$ cat src/rtl/snake_pkg.sv
// rtl/snake_pkg.sv - direction codes and helpers shared by the snake direction controller
package snake_pkg;

    typedef logic [2:0] dir_t;

    localparam dir_t DIR_NONE  = 3'd0;
    localparam dir_t DIR_UP    = 3'd1;
    localparam dir_t DIR_RIGHT = 3'd2;
    localparam dir_t DIR_DOWN  = 3'd3;
    localparam dir_t DIR_LEFT  = 3'd4;

    // Reversing into yourself is illegal, so validation needs the opposite heading.
    function automatic dir_t dir_opposite(input dir_t d);
        case (d)
            DIR_UP:    return DIR_DOWN;
            DIR_RIGHT: return DIR_LEFT;
            DIR_DOWN:  return DIR_UP;
            DIR_LEFT:  return DIR_RIGHT;
            default:   return DIR_NONE;
        endcase
    endfunction

    // Press bits are {left,down,right,up}; same-cycle presses resolve up > right > down > left.
    function automatic dir_t dir_pick(input logic [3:0] p);
        if (p[0]) return DIR_UP;
        else if (p[1]) return DIR_RIGHT;
        else if (p[2]) return DIR_DOWN;
        else if (p[3]) return DIR_LEFT;
        else return DIR_NONE;
    endfunction

endpackage

$ cat src/rtl/btn_debounce.sv
// rtl/btn_debounce.sv - synchroniser, debouncer and press-edge pulse for one active-low button
module btn_debounce #(
    parameter int DB_CYCLES = 50000,
    parameter int DB_W      = 16
) (
    input  logic clock,
    input  logic reset,
    input  logic btn_n,
    output logic press
);

    localparam logic [DB_W-1:0] CNT_LAST = DB_W'(DB_CYCLES - 1);

    logic            sync_a;
    logic            sync_b;
    logic            stable;
    logic            stable_d;
    logic [DB_W-1:0] cnt;

    // Two-flop synchroniser; idles at 1 (released) so reset never looks like a press.
    always_ff @(posedge clock) begin
        if (reset) begin
            sync_a <= 1'b1;
            sync_b <= 1'b1;
        end else begin
            sync_a <= btn_n;
            sync_b <= sync_a;
        end
    end

    // A new level is only accepted after it has disagreed with stable for DB_CYCLES cycles in a row.
    always_ff @(posedge clock) begin
        if (reset) begin
            stable <= 1'b1;
            cnt    <= '0;
        end else if (sync_b == stable) begin
            cnt <= '0;
        end else if (cnt == CNT_LAST) begin
            stable <= sync_b;
            cnt    <= '0;
        end else begin
            cnt <= cnt + 1'b1;
        end
    end

    // Registered pulse on the accepted 1->0 transition only; holding or releasing yields nothing.
    always_ff @(posedge clock) begin
        if (reset) begin
            stable_d <= 1'b1;
            press    <= 1'b0;
        end else begin
            stable_d <= stable;
            press    <= stable_d & ~stable;
        end
    end

endmodule

$ cat src/rtl/snake_dir_ctrl.sv
// rtl/snake_dir_ctrl.sv - N-player snake direction controller with per-player turn queues
module snake_dir_ctrl #(
    parameter int N_PLAYERS = 2,
    parameter int DB_CYCLES = 50000,
    parameter int DB_W      = 16,
    parameter int QDEPTH    = 2,
    parameter int DIR_W     = 32,
    parameter int INIT_DIR  = 2
) (
    input  logic                         clock,
    input  logic                         reset,
    input  logic [4*N_PLAYERS-1:0]       btn_n,
    input  logic                         tick,
    input  logic                         enable,
    output logic [DIR_W*N_PLAYERS-1:0]   dir,
    output logic [N_PLAYERS-1:0]         turned,
    output logic [N_PLAYERS-1:0]         q_full
);

    import snake_pkg::*;

    localparam int PTR_W = (QDEPTH > 1) ? $clog2(QDEPTH) : 1;
    localparam int CNT_W = $clog2(QDEPTH + 1);
    localparam logic [PTR_W-1:0] PTR_LAST = PTR_W'(QDEPTH - 1);
    localparam logic [CNT_W-1:0] FULL_CNT = CNT_W'(QDEPTH);

    logic [4*N_PLAYERS-1:0] press;

    for (genvar b = 0; b < 4*N_PLAYERS; b++) begin : g_btn
        btn_debounce #(
            .DB_CYCLES (DB_CYCLES),
            .DB_W      (DB_W)
        ) u_db (
            .clock (clock),
            .reset (reset),
            .btn_n (btn_n[b]),
            .press (press[b])
        );
    end

    for (genvar p = 0; p < N_PLAYERS; p++) begin : g_player
        dir_t             q_mem [QDEPTH];
        logic [PTR_W-1:0] head;
        logic [PTR_W-1:0] tail;
        logic [PTR_W-1:0] head_nxt;
        logic [PTR_W-1:0] tail_nxt;
        logic [PTR_W-1:0] tail_prev;
        logic [CNT_W-1:0] count;
        logic [DIR_W-1:0] dir_q;
        logic             turned_q;
        dir_t             cand;
        dir_t             ref_dir;
        logic             valid;
        logic             pop;
        logic             push;

        // Validate the winning press against the newest pending turn (or the live heading if none).
        always_comb begin
            head_nxt  = (head == PTR_LAST) ? '0 : head + 1'b1;
            tail_nxt  = (tail == PTR_LAST) ? '0 : tail + 1'b1;
            tail_prev = (tail == '0) ? PTR_LAST : tail - 1'b1;
            cand      = dir_pick(press[4*p +: 4]);
            ref_dir   = (count != '0) ? q_mem[tail_prev] : dir_q[2:0];
            valid     = enable && (cand != DIR_NONE) && (cand != ref_dir)
                        && (cand != dir_opposite(ref_dir));
            pop       = enable && tick && (count != '0);
            // Popping frees a slot on the same edge, so a full queue still takes the push.
            push      = valid && ((count != FULL_CNT) || pop);
        end

        // Queue bookkeeping and commit of the head turn on each enabled tick.
        always_ff @(posedge clock) begin
            if (reset) begin
                head     <= '0;
                tail     <= '0;
                count    <= '0;
                dir_q    <= DIR_W'(INIT_DIR);
                turned_q <= 1'b0;
            end else if (!enable) begin
                head     <= '0;
                tail     <= '0;
                count    <= '0;
                turned_q <= 1'b0;
            end else begin
                turned_q <= pop;
                if (pop) begin
                    dir_q <= DIR_W'(q_mem[head]);
                    head  <= head_nxt;
                end
                if (push) begin
                    tail <= tail_nxt;
                end
                case ({push, pop})
                    2'b10:   count <= count + 1'b1;
                    2'b01:   count <= count - 1'b1;
                    default: count <= count;
                endcase
            end
        end

        // Entry storage needs no reset: count gates every read.
        always_ff @(posedge clock) begin
            if (push) begin
                q_mem[tail] <= cand;
            end
        end

        assign dir[DIR_W*p +: DIR_W] = dir_q;
        assign turned[p]             = turned_q;
        assign q_full[p]             = (count == FULL_CNT);
    end

endmodule
$ cat config.mk
export PLATFORM = sky130hd
export DESIGN_NAME = snake_dir_ctrl
export DESIGN_NICKNAME = d
export VERILOG_FILES = /design/src/rtl/snake_pkg.sv /design/src/rtl/btn_debounce.sv /design/src/rtl/snake_dir_ctrl.sv
export SDC_FILE = /design/constraint.sdc
export NUM_CORES = 1
export LEC_CHECK = 0
export CAP_MARGIN = 20
export CELL_PAD_IN_SITES_DETAIL_PLACEMENT = 1
export CELL_PAD_IN_SITES_GLOBAL_PLACEMENT = 2
export CORE_ASPECT_RATIO = 1.75
export CORE_UTILIZATION = 35
export CTS_CLUSTER_DIAMETER = 80
export DETAILED_ROUTE_END_ITERATION = 12
export GPL_ROUTABILITY_DRIVEN = 0
export MAX_ROUTING_LAYER = met4
export PLACE_DENSITY = 0.79
export SLEW_MARGIN = 20
export SYNTH_ARGS = -nofsm -noshare
export SYNTH_HDL_FRONTEND = slang
export SYNTH_HIERARCHICAL = 1
export SYNTH_SLANG_ARGS = --single-unit
$ cat constraint.sdc
create_clock -name clock -period 3 [get_ports clock]
set_clock_uncertainty 0.05 [all_clocks]
set_input_delay 0.3 -clock clock [delete_from_list [all_inputs] [get_ports clock]]
set_output_delay 0.3 -clock clock [all_outputs]
set_load 0.005 [all_outputs]
### Word level (Yosys, flattened, before mapping)

Memories as Yosys holds them, arrays and structs flattened. A register that Yosys moved wholly into a read port is not among the register bits.
Cells that the tools add are included.

* memories: 2
* output and inout port bits: 68
* RAM bits: 12
* input port bits: 12
* flip-flop bits (word level): 178

Memories
* g_player[0].q_mem: depth 2, bits a word 3, rd ports 2, clocked after memory_dff 1, wr ports 1, RTL line snake_dir_ctrl.sv:42 `dir_t q_mem [QDEPTH];`
* g_player[1].q_mem: depth 2, bits a word 3, rd ports 2, clocked after memory_dff 1, wr ports 1, RTL line snake_dir_ctrl.sv:42

* mux-type cells: 24
* bitwise logic cells: 25
* reductions and logical operators: 38
* eq/ne operators: 36
* add/sub/neg operators: 18

Operators by type and width (count)
* adder 16 x 1 -> 16 bit, second input constant: 8
* equality test 16 bit, second input constant: 8
* 2-to-1 mux 3 bit: 10
* one-hot mux 3 bit (4 select lines): 2
* OR reduction 3 bit: 8
* AND reduction 2 bit: 10
* NOT 1 bit: 17
* equality test 3 x 2 -> 1 bit, second input constant: 4
* inequality test 3 bit: 4
* logical AND 1 bit: 11
* 2-to-1 mux 1 bit: 10
* AND 1 bit: 8
* equality test 1 bit: 8
* equality test 2 bit, second input constant: 4
* one-hot mux 2 bit (2 select lines): 2
* nonzero test 2 bit: 4
* equality test 3 x 1 -> 1 bit, second input constant: 2
* equality test 3 bit, second input constant: 2
* nonzero test 3 bit: 2
* adder 1 bit, second input constant: 4
* adder 2 x 1 -> 2 bit, second input constant: 2
* equality test 2 x 1 -> 1 bit, second input constant: 2
* inequality test 2 bit, second input constant: 2
* subtractor 2 x 1 -> 2 bit, second input constant: 2
* other kinds (3): 5

### Depth between registers and ports, before layout

Gate-level depths: netlist (run 1).

* depth in word-level cells: 11
* gate-level depth with buffers: 10
* gate-level depth less buffers: 9

### Cells and area by module

The synthesis (run 1) kept the hierarchy.

Modules (own cells, without submodules)
* btn_debounce: sequential area each 420.4 sq um, times used 8, cells each 93, area an instance 852.1 sq um
* snake_dir_ctrl: sequential area each 680.7 sq um, times used 1, cells each 229, area an instance 2084.5 sq um

### Worst setup path before layout (run 1)

No wires, ideal clock.

* path type: register -> register
* start: register g_player[0].tail
* end: register g_player[0].count[1]
* period minus slack after synthesis: 2.422 ns
* path buffers: 0
* data arrival time: 2.302 ns
* data required time: 2.880 ns
* cell stages (with the launch flop): 9
* setup time: 0.070 ns
* setup slack: 0.578 ns
* cell sequence: dfxtp_1 > mux2_2 > o21a_1 > a221oi_1 > o32a_1 > nand3_1 > ha_1 > or3_1 > a21oi_1

* cells in the longest elaborated chain, start to end: 11
* elaborated cells between the ends (all ways): 18
* those cells by class: 1 x add/sub; 8 x eq/ne; 4 x mux; 4 x reduce/logical; 1 x memory

Ends and longest elaborated chain
* start: declaration: RTL line snake_dir_ctrl.sv:44 `logic [PTR_W-1:0] tail;`
* start signal: assignment: RTL line snake_dir_ctrl.sv:91 `tail <= tail_nxt;`
* subtractor 1 bit: RTL line snake_dir_ctrl.sv:61 `tail_prev = (tail == '0) ? PTR_LAST : tail - 1'b1;`
* 2-to-1 mux 1 bit (*): RTL line snake_dir_ctrl.sv:61
* memory read (2 x 3 bit) (*)
* 2-to-1 mux 3 bit (*): RTL line snake_dir_ctrl.sv:63 `ref_dir = (count != '0) ? q_mem[tail_prev] : dir_q[2:0];`
* equality test 3 bit, or another cell as far along: RTL line snake_pkg.sv:14 `case (d)`
* one-hot mux 3 bit (4 select lines): RTL line snake_pkg.sv:14
* inequality test 3 bit: RTL line snake_dir_ctrl.sv:65 `&& (cand != dir_opposite(ref_dir));`
* logical AND 1 bit (*): RTL line snake_dir_ctrl.sv:65
* logical AND 1 bit (*): RTL line snake_dir_ctrl.sv:68 `push = valid && ((count != FULL_CNT) || pop);`
* equality test 2 x 1 -> 1 bit / equality test 2 bit (equally long branches): RTL line snake_dir_ctrl.sv:93 `case ({push, pop})`
* one-hot mux 2 bit (2 select lines) / nonzero test 2 bit (equally long branches)
* end signal: assignment: RTL line snake_dir_ctrl.sv:94 `2'b10: count <= count + 1'b1;`
* end signal: assignment: RTL line snake_dir_ctrl.sv:95 `2'b01: count <= count - 1'b1;`
* end signal: assignment: RTL line snake_dir_ctrl.sv:96 `default: count <= count;`
* end: declaration: RTL line snake_dir_ctrl.sv:48 `logic [CNT_W-1:0] count;`

Mark *: on every way between the ends. The rest lies on a longest branch, timed or not.
A chain may end at the register's enable or synchronous reset.

### Worst setup path after layout (run 1)

Same ends and word-level chain as after synthesis.

==> impl_metrics.yaml, run 1 <==
clocking:
  cts_tree: "built"
  clock-sinks: 196
  clock_latency_ns: 0.45
  max-clock-path-buffers: 2
  cts_setup_buffers: 0
  clk_pin_slew_worst_paths_ns: 0.07
  cts_buffers: 17
  cts_resized: 0
  root_buffer: "clkbuf_16"
  cts_hold_buf: 0
  h-tree-depth: 4
global_routing:
  grt_max_degree: 31
  grt-ovfl-total: 0
  antenna_found_initial: 0
  grt-busiest-layer: "met2"
  grt_use_met3_pct: 3.632
  grt_pass1_vias: 6501
  grtUsageMet2_pct: 28.21
  use_met1_pct: 15.17
  grt_pass1_wl_mm: 30.18
  grt_usage_pct: 15.19
synthesis:
  ys_top_cells_by_area: "dfxtp_1 41%, xnor2_1 12%, nor2_1 8.2%"
  synth_area_per_cell_um2: 9.148
  yosys_warnings: 6
  synth_area_mm2: 0.008901
  synth_edf_count: 12
  async_reset_ff_share_pct: 0
  synth-seq-area-share_pct: 45.43
  synth_seq_cells: 196
  synth_top_cell_by_area: "dfxtp_1"
  yosysUniqueCellTypes: 56
  synth_top_area_share_pct: 41.38
  synthFlopType: "dfxtp_1"
  netlist_instances: 973
min_path:
  whs_endpoint: "g_player[1].turned_q"
  hold_start: "reset"
  whs_path_depth: 2
  holdCritPathClass: "in -> reg"
detailed_routing:
  drt_first_pass_iters: 4
  num_vias: 6399
  drt-wirelength-per-cell_um: 13.27
  wirelength_mm: 17.52
  ant_nets: 0
  vias_per_cell: 4.848
  drt_iter0_drc: 205
  drcViolationCount: 0
sta:
  setup_violations: 0
  clock.fmax_ghz: 0.3758
  worst_pin_slew_ns: 0.5635
  hold-worst-slack_ns: 0.3067
  hold_viol: 0
  finalMaxSlewViolations: 0
  finalCritPeriodShare_pct: 88.71
  fin_ws_ns: 0.3387
  min_period_ns: 2.661
  fin_setup_tns_ns: 0
  rsz0062_at_grt: "false"
  slew_headroom_pct: 62.09
power:
  cellInternalPower_mw: 3.832
  peakVddDrop_mv: 0.3614
  powerDensity_mw_per_mm2: 511.3
  p_sw_mw: 1.133
  comb_power_share_pct: 1.8
  clkPwrFrac_pct: 45.0
  seqPwrFrac_pct: 53.2
  swShare_pct: 22.81
  p_leak_nw: 3.182
setup_path:
  critical_path.startpoint_type: "flop"
  crit_slowest_cell: "dfxtp_1"
  reg2reg_depth: 8
  crit_type: "reg -> reg"
  end_kind: "flop"
  crit_path_cell_trace: "mux2_2, o21a_1, a221oi_1, o32a_1, nand3_1, ha_1, or3_1, a21oi_1"
  worstPathArrival_ns: 2.99
  crit_buf_inv: 0
  cp_max_fo: 4
  crit_family: "compound AO/OA/AOI/OAI gates"
  rr_startpoint: "g_player[0].tail"
  required_ns: 3.32
  r2r-end: "g_player[0].count[1]"
  slowest_delay_ns: 0.41
  cp_num_cells: 8
  rrSetupSlack_ns: 0.34
cells_and_area:
  areaGrowthSynthToFinish_pct: 9.095
  fillCellCount: 2893
  drive_gt1_share_pct: 8.433
  n_antenna_cell: 0
  multi_input_area_mm2: 0.004292
  finish.instance_area_mm2: 0.009711
  fin_util_pct: 39.13
  layout.nets: 1016
  layout_commonest_cell: "nor2_1"
  final_cell_mix: "194 x nor2_1, 184 x dfxtp_1, 118 x xnor2_1"
  layout.area.seq_mm2: 0.004044
die:
  die_y_um: 213.0
  ioPinCount: 80
  dieArea_mm2: 0.02610
  initial_core_util_pct: 35.86
  die_w_um: 122.6
  rows: 76
  fp.coreArea_mm2: 0.02482
run:
  max_cap_viol_count: 0
status:
  status: "completed"
place:
  portBuffers: 21
  dpl_worst_slack_ns: 0.2777
  postPlaceCellArea_mm2: 0.009139
  dpl.hpwl_mm: 12.64
-- power by group through the flow --
stage	Clock [mW]	Combinational (mW)	Sequential [mW]
final	2.23	0.0899	2.64
after global routing	2.44	0.106	2.64
after CTS	2.34	0.0918	2.64
after detailed placement	0	0.0916	2.70
after global placement	0	0.0906	2.70
after floorplan	0	0.110	2.70
-- worst register-to-register path, cell delays in order, from the launching register on --
cell      delay (ns)
dfxtp_1         0.41
mux2_2          0.39
o21a_1          0.21
a221oi_1        0.28
o32a_1          0.25
nand3_1         0.14
ha_1            0.35
or3_1           0.38
a21oi_1         0.14
-- stage by stage --
step,power [mW],instances
floorplan,2.812,1030
global placement,2.793,1288
detailed placement,2.795,1288
CTS,5.078,1320
global route,5.187,1320
finish,4.965,1320
-- cell usage after synthesis (all sizes together) (12+ instances only) --
| master | n |
|---|---|
| or2 | 26 |
| a211o | 13 |
| edfxtp | 12 |
| nand3 | 44 |
| inv | 48 |
| xnor2 | 118 |
| nor2 | 194 |
| buf | 74 |
| or4b | 17 |
| nand2 | 37 |
| nand4 | 26 |
| mux2i | 13 |
| nor4 | 26 |
| nor3 | 46 |
| dfxtp | 184 |
-- layout make-up --
cell class | count | area share (%)
Multi-Input combinational cell | 709 | 44.20
Timing Repair Buffer | 23 | 2.397
Sequential cell | 196 | 41.64
Clock buffer | 17 | 4.381
Tap cell | 312 | 4.020
Clock inverter | 15 | 1.508
Inverter | 48 | 1.855
-- sequential cells by signal (all words and copies together) (netlist names) --
name and flops:
g_btn.u_db/stable 8, g_player.count 4, g_btn.u_db/sync_b 8, g_player.turned_q 2, g_player.tail 2, g_btn.u_db/press 8, g_btn.u_db/stable_d 8, g_player.q_mem 12
g_btn.u_db/cnt 128, g_btn.u_db/sync_a 8, g_player.head 2, g_player.dir_q 6
-- cell families after synthesis --
family,Yosys count,synth area share [%]
AO/OA/AOI/OAI,46,4.063
XOR/XNOR,127,12.50
adder cells (fa/ha/maj),9,1.265
buffers and inverters,125,8.757
flip-flops,196,45.43
multiplexers,16,2.123
other,1,0.04213
AND/OR/NAND/NOR,453,25.82
-- how the worst max path moves through the flow --
stage                     startpoint                   end  slack [ns]
finish              g_player[0].tail  g_player[0].count[1]        0.34
global route        g_player[0].tail  g_player[0].count[1]        0.19
CTS                 g_player[0].tail  g_player[0].count[1]        0.32
detailed placement            enable  g_player[0].count[1]        0.28
global placement              enable  g_player[0].count[1]        0.30
floorplan           g_player[0].tail  g_player[0].count[1]        0.58
-- routing by layer --
| layer | routed length (um) | up-vias |
|---|---|---|
| li1 | - | 3225 |
| met1 | 7118 | 3060 |
| met2 | 9679 | 102 |
| met3 | 528 | 12 |
| met4 | 191 | 0 |
| met5 | 0 | - |
No activity file was read; power rests on OpenSTA's default activity.
==> inputs of run 2 (changes only) <==
- GPL_ROUTABILITY_DRIVEN: 0 -> not set
- MAX_ROUTING_LAYER: met4 -> not set
==> impl_metrics.yaml, run 2 (synthesis gave the netlist of run 1 again) <==
clocking:
  cts_tree: "built"
  h-tree-depth: 4
  clock-sinks: 196
  clock_latency_ns: 0.45
  cts_buffers: 17
  cts_setup_buffers: 0
  cts_hold_buf: 0
  root_buffer: "clkbuf_16"
  cts_resized: 0
  clk_pin_slew_worst_paths_ns: 0.07
  max-clock-path-buffers: 2
place:
  dpl.hpwl_mm: 12.64
  dpl_worst_slack_ns: 0.2777
  portBuffers: 21
  dpl.cell_count: 1288
  place_congestion: 0.7737
die:
  ioPinCount: 80
  fp.coreArea_mm2: 0.02482
  initial_core_util_pct: 35.86
  rows: 76
  die_w_um: 122.6
  dieArea_mm2: 0.02610
  die_y_um: 213.0
detailed_routing:
  drt-wirelength-per-cell_um: 13.28
  wirelength_mm: 17.53
  ant_nets: 0
  drt_first_pass_iters: 4
  vias_per_cell: 4.850
  drcViolationCount: 0
  drt_iter0_drc: 221
  num_vias: 6402
setup_path:
  reg2reg_depth: 8
  cp_max_fo: 4
  rrSetupSlack_ns: 0.34
  critical_path.startpoint_type: "flop"
  rr_startpoint: "g_player[0].tail"
  r2r-end: "g_player[0].count[1]"
  worstPathArrival_ns: 2.99
  crit_start: "g_player[0].tail"
  required_ns: 3.32
  crit_type: "reg -> reg"
  critical_path.endpoint: "g_player[0].count[1]"
  end_kind: "flop"
cells_and_area:
  final_cell_mix: "194 x nor2_1, 184 x dfxtp_1, 118 x xnor2_1"
  drive_gt1_share_pct: 8.433
  fin_util_pct: 39.13
  layout_commonest_cell: "nor2_1"
  n_antenna_cell: 0
  layout.nets: 1016
  multi_input_area_mm2: 0.004292
  areaGrowthSynthToFinish_pct: 9.095
  layout.area.seq_mm2: 0.004044
  reg_top3: "g_btn.u_db/cnt: 128 flops, g_player.q_mem: 12 flops"
  top_register: "g_btn.u_db/cnt"
  largest_reg_flops: 128
  instances_no_fill: 1320
  fillCellCount: 2893
power:
  powerDensity_mw_per_mm2: 511.0
  p_leak_nw: 3.182
  peakVddDrop_mv: 0.3622
sta:
  fin_ws_ns: 0.3357
  slew_headroom_pct: 62.09
  hold_viol: 0
  fin_setup_tns_ns: 0
  finalMaxSlewViolations: 0
  finalCritPeriodShare_pct: 88.81
  clock.fmax_ghz: 0.3753
  min_period_ns: 2.664
  setup_violations: 0
  rsz0062_at_grt: "false"
  worst_pin_slew_ns: 0.5635
global_routing:
  grt_pass1_wl_mm: 30.15
  grt_max_degree: 31
  grt_pass1_vias: 6509
  grt-ovfl-total: 0
  grt_usage_pct: 14.74
  antenna_found_initial: 0
min_path:
  holdCritPathClass: "in -> reg"
status:
  status: "completed"
run:
  max_cap_viol_count: 0
[run 2: cell counts in the layout (fill, tap and decap cells not counted)]
Identical to the previous run, type by type.
[run 2: cell type report]
cell class	instances	area share, %
Tap cell	312	4.020
Timing Repair Buffer	23	2.397
Multi-Input combinational cell	709	44.20
Clock buffer	17	4.381
Sequential cell	196	41.64
Clock inverter	15	1.508
Inverter	48	1.855
[run 2: worst max-delay path, cell delays in order, from the launching register on]
cell and delay, ns:
dfxtp_1 0.41, mux2_2 0.39, o21a_1 0.21, a221oi_1 0.28, o32a_1 0.25, nand3_1 0.14, ha_1 0.35, or3_1 0.38
a21oi_1 0.14
[run 2: routing by layer]
| metal | wire length [um] | global-route usage (%) |
|---|---|---|
| met1 | 7119 | 15.10 |
| met2 | 9636 | 28.21 |
| met3 | 490 | 3.552 |
| met4 | 280 | 5.299 |
| met5 | 0 | 0 |
[run 2: through the flow]
stage               area (um^2)  hold slack (ns)  power [mW]
floorplan                  9115           0.3274       2.812
global placement           9139           0.3426       2.793
detailed placement         9139           0.3456       2.795
CTS                        9711           0.2989       5.078
global route               9711           0.3506       5.185
finish                     9711           0.3061       4.962
[run 2: how the worst min path moves through the flow]
stage | from | to | slack, ns | cells past startpoint
floorplan | reset | g_btn[0].u_db/cnt[2] | 0.33 | 1
global placement | g_btn[5].u_db/sync_a | g_btn[5].u_db/sync_b | 0.34 | 1
detailed placement | g_btn[1].u_db/sync_a | g_btn[1].u_db/sync_b | 0.35 | 1
CTS | reset | g_player[1].turned_q | 0.30 | 2
global route | reset | g_player[0].turned_q | 0.35 | 2
finish | reset | g_player[1].turned_q | 0.31 | 2
[run 2: report_power, final]
group | switching, mW | internal (mW)
clock network | 1.06 | 1.17
logic | 0.0600 | 0.0298
registers | 0.00717 | 2.64
